--- src/rtl/bcd_countdown_mod6_pkg.sv ---
// Shared timer package: BCD digit type and the wrap limits used by the
// mod-6 and mod-10 digit counters of the timer chain.
package bcd_countdown_mod6_pkg;

    typedef logic [3:0] bcd_digit_t;

    localparam bcd_digit_t MOD6_MAX  = 4'd5;
    localparam bcd_digit_t MOD10_MAX = 4'd9;

    // Out-of-range load values clamp to the digit's top value.
    function automatic bcd_digit_t bcd_saturate(input bcd_digit_t value,
                                                input bcd_digit_t max_val);
        return (value > max_val) ? max_val : value;
    endfunction

endpackage

--- src/rtl/bcd_countdown_mod6_if.sv ---
// Control and status bundle of one timer digit; the master drives load/enable,
// the slave (the counter) returns the count and its flags.
interface bcd_countdown_mod6_if;
    import bcd_countdown_mod6_pkg::*;

    logic       loadn;
    logic       en;
    bcd_digit_t data;
    bcd_digit_t out;
    logic       tc;
    logic       zero;

    modport master (
        output loadn,
        output en,
        output data,
        input  out,
        input  tc,
        input  zero
    );

    modport slave (
        input  loadn,
        input  en,
        input  data,
        output out,
        output tc,
        output zero
    );

endinterface

--- src/rtl/bcd_countdown_mod6.sv ---
// Tens-of-seconds digit of the microwave timer: BCD down counter 5..0 with
// synchronous clear/load; tc borrows into the minutes digit.
module bcd_countdown_mod6
    import bcd_countdown_mod6_pkg::*;
(
    input  logic                      clk,
    input  logic                      clr,
    bcd_countdown_mod6_if.slave       bus
);

    localparam bcd_digit_t MAX_VAL = MOD6_MAX;

    bcd_digit_t count_q;
    bcd_digit_t count_d;

    // Priority: clear, then load, then decrement with wrap, else hold.
    always_comb begin
        count_d = count_q;
        if (!bus.loadn) begin
            count_d = bcd_saturate(bus.data, MAX_VAL);
        end else if (bus.en) begin
            count_d = (count_q == 4'd0) ? MAX_VAL : count_q - 4'd1;
        end
    end

    always_ff @(posedge clk) begin
        if (clr) begin
            count_q <= 4'd0;
        end else begin
            count_q <= count_d;
        end
    end

    assign bus.out  = count_q;
    assign bus.zero = (count_q == 4'd0);
    assign bus.tc   = bus.en && (count_q == 4'd0);

endmodule

--- src/flat_wrapper.sv ---
// flat-port wrapper written by rule: the top's interface ports become plain ports
module bcd_countdown_mod6_flat import bcd_countdown_mod6_pkg::*;
  (clk, clr, bus_loadn, bus_en, bus_data, bus_out, bus_tc, bus_zero);
  bcd_countdown_mod6_if bus_i ();
  input  logic clk;
  input  logic clr;
  input wire logic [$bits(bus_i.loadn)-1:0] bus_loadn;
  input wire logic [$bits(bus_i.en)-1:0] bus_en;
  input wire logic [$bits(bus_i.data)-1:0] bus_data;
  output wire logic [$bits(bus_i.out)-1:0] bus_out;
  output wire logic [$bits(bus_i.tc)-1:0] bus_tc;
  output wire logic [$bits(bus_i.zero)-1:0] bus_zero;
  assign bus_i.loadn = bus_loadn;
  assign bus_i.en = bus_en;
  assign bus_i.data = bus_data;
  assign bus_out = bus_i.out;
  assign bus_tc = bus_i.tc;
  assign bus_zero = bus_i.zero;
  bcd_countdown_mod6 u_core (.clk(clk), .clr(clr), .bus(bus_i));
endmodule
--- config.mk ---
export PLATFORM = sky130hd
export DESIGN_NAME = bcd_countdown_mod6_flat
export DESIGN_NICKNAME = d
export VERILOG_FILES = /design/src/rtl/bcd_countdown_mod6_pkg.sv /design/src/rtl/bcd_countdown_mod6_if.sv /design/src/rtl/bcd_countdown_mod6.sv /design/src/flat_wrapper.sv
export SDC_FILE = /design/constraint.sdc
export NUM_CORES = 1
export LEC_CHECK = 0
export CAP_MARGIN = 20
export CORE_AREA = 2 2 39 41
export DETAILED_ROUTE_END_ITERATION = 10
export DIE_AREA = 0 0 41 43
export GPL_TIMING_DRIVEN = 1
export SLEW_MARGIN = 40
export SYNTH_ARGS = -nofsm -noshare
export SYNTH_HDL_FRONTEND = slang
export SYNTH_SLANG_ARGS = --single-unit
--- constraint.sdc ---
create_clock -name clk -period 1.85 [get_ports clk]
set_clock_uncertainty 0.05 [all_clocks]
set_input_delay 0.185 -clock clk [delete_from_list [all_inputs] [get_ports clk]]
set_output_delay 0.185 -clock clk [all_outputs]
set_load 0.005 [all_outputs]
==> metrics.yaml <==
cells_and_area:
  diodes: 0
  drive_gt1_share_pct: 23.7
  area_growth_pct: 87.1
  instances_no_fill: 54
  largest_reg_flops: 4
  utilization_pct: 28.9
  num-fill-cells: 157
  nNetsFinal: 48
grt:
  grt_pass1_vias: 222
  grt_pass1_wl_um: 869
  grt_usage_pct: 8.12
  grt.overflow.total: 0
  antenna_found_initial: 0
  grt_max_degree: 8
cts:
  htree_levels: 1
  path_clk_slew_ps: 40
  cts.path.max_buffers: 2
  cts_hold_buf: 0
  cts_tree: "built"
  cts.sinks: 4
  clk_latency_ps: 240
  clock-root-buffer: "clkbuf_4"
  cts_inserted_buffers: 3
placement:
  dp_cells: 51
  dp_hpwl_um: 462
  gp_congestion: 0.649
  portBuffers: 13
detailed_routing:
  post-route-drc-count: 0
  antenna_left: 0
  wire_per_inst_um: 11.2
  vias_per_cell: 4.56
  drt_iter0_drc: 0
  vias: 246
  drtPass1Iterations: 1
  routed_wl_um: 607
critical_path:
  required_ps: 1620
  cp.arrival_ps: 1460
  crit_type: "in -> out"
  critPathCaptureType: "primary output"
  critPathLaunchType: "input port"
  cp_max_fo: 6
flow_run:
  cap_violations: 0
synth:
  synth-edff-count: 0
  synth_area_leader_cell: "dfxtp_1"
  netlist.area_leader.share_pct: 37.4
  async_flop_share_pct: 0
  syn_avg_cell_area_um2: 10.2
  synthTopCellsByCount: "dfxtp_1 (4), a311oi_2 (2), nor2_1 (2), nor4_1 (2)"
  synth_cell_types: 15
  synthMostInstantiatedCell: "dfxtp_1"
  ys_warn_count: 0
  ys_seq_elements: 4
  syn_area_um2: 214
  ys_top_cells_by_area: "dfxtp_1 (37%), a311oi_2 (14%), nand2b_4 (6.4%), nor4_1 (5.8%), or3_4 (5.3%)"
  synth_nets: 29
  yosysSeqAreaShare_pct: 37.4
  syn_inst: 21
  synthFlopType: "dfxtp_1"
floorplanning:
  coreArea_um2: 1380
  ios: 14
  fp.dieH_um: 43
  start_util_pct: 15.5
  dieWidth_um: 41
  num_rows: 14
  die_area_um2: 1760
timing:
  relSlewSlack_pct: 69.0
  setup_violations: 0
  hold_viol: 0
  rsz0062_at_grt: "no"
  worstMarginPinSlew_ps: 453
  fin_setup_tns_ps: 0
  drv_slew: 0
  fmax_mhz: 590
  post-route-period-util_pct: 91.7
  layout_min_cycle_time_ps: 1700
outcome:
  outcome: "finished, final reports clean"
worst_hold_path:
  hp-class: "reg -> reg"
power:
  p_per_area_nw_per_um2: 691
  max-vdd-ir-drop_mv: 0.251
  power.leakage_nw: 0.138
  finalPower_mw: 0.277
==> repair_timing <==
action                                  4_1_cts  5_1_grt
endpoints found under the setup margin        0        1
gates resized for setup                       0        1
buffers inserted                              0        0
==> metal layers <==
metal	global-route usage (%)	wire length, um
met1	7.99	271
met2	10.3	216
met3	5.76	100
met4	8.00	19
met5	0	0
==> area by class of cell <==
type                    instances  area [um2]  area share (%)
clock buffers                   3        22.5            5.62
multi-input cells              17         140            35.0
flip-flops and latches          4        80.1            20.0
well taps                      16        20.0            5.00
repair buffers                 14         138            34.4
==> where the power goes <==
group / total (mW) / internal, mW / switching (mW)
clock: 0.111 / 0.0727 / 0.0379
combinational: 0.0664 / 0.0446 / 0.0218
sequential: 0.0996 / 0.0921 / 0.00753
total: 0.277 / 0.209 / 0.0672
==> layout by cell type, fill, tap and decap left out, drive strengths merged <==
| cell | instances |
|---|---|
| a2111oi | 1 |
| a21oi | 1 |
| a311oi | 3 |
| and4b | 1 |
| buf | 1 |
| clkbuf | 3 |
| clkdlybuf4s50 | 13 |
| dfxtp | 4 |
| nand2 | 1 |
| nand2b | 2 |
| nor2 | 2 |
| nor3 | 1 |
| nor4 | 2 |
| o21ai | 1 |
| or3 | 2 |
==> stage by stage <==
step | setup WS, ps | area, um2 | hold WS (ps)
after global routing | 88.4 | 400 | 541
after CTS | 60.4 | 394 | 501
after global placement | 115 | 372 | 495
after floorplan | 700 | 214 | 203
final | 154 | 400 | 495
after detailed placement | 88.8 | 372 | 497
==> cells by family (layout without fill, tap and decap cells) <==
group	count (synthesis)	after routing	share of synthesized area [%]
flops	4	4	37.4
simple gates	11	11	35.7
buf+inv	0	17	0
compound gates	6	6	26.9
==> critical path, stage by stage <==
cell and delay, ps:
clkdlybuf4s50_1 520, nand2b_4 90, nor4_2 140, clkdlybuf4s50_1 540
==> final timing paths <==
path                           from           endpoint  slack [ps]  cells past startpoint
setup / recovery             bus_en             bus_tc         150                      4
hold / removal    u_core.bus.out[0]  u_core.bus.out[0]         490                      2
setup reg to reg  u_core.bus.out[2]  u_core.bus.out[1]         630                      3
hold reg to reg   u_core.bus.out[0]  u_core.bus.out[0]         490                      2
No activity file was read; power rests on OpenSTA's default activity.
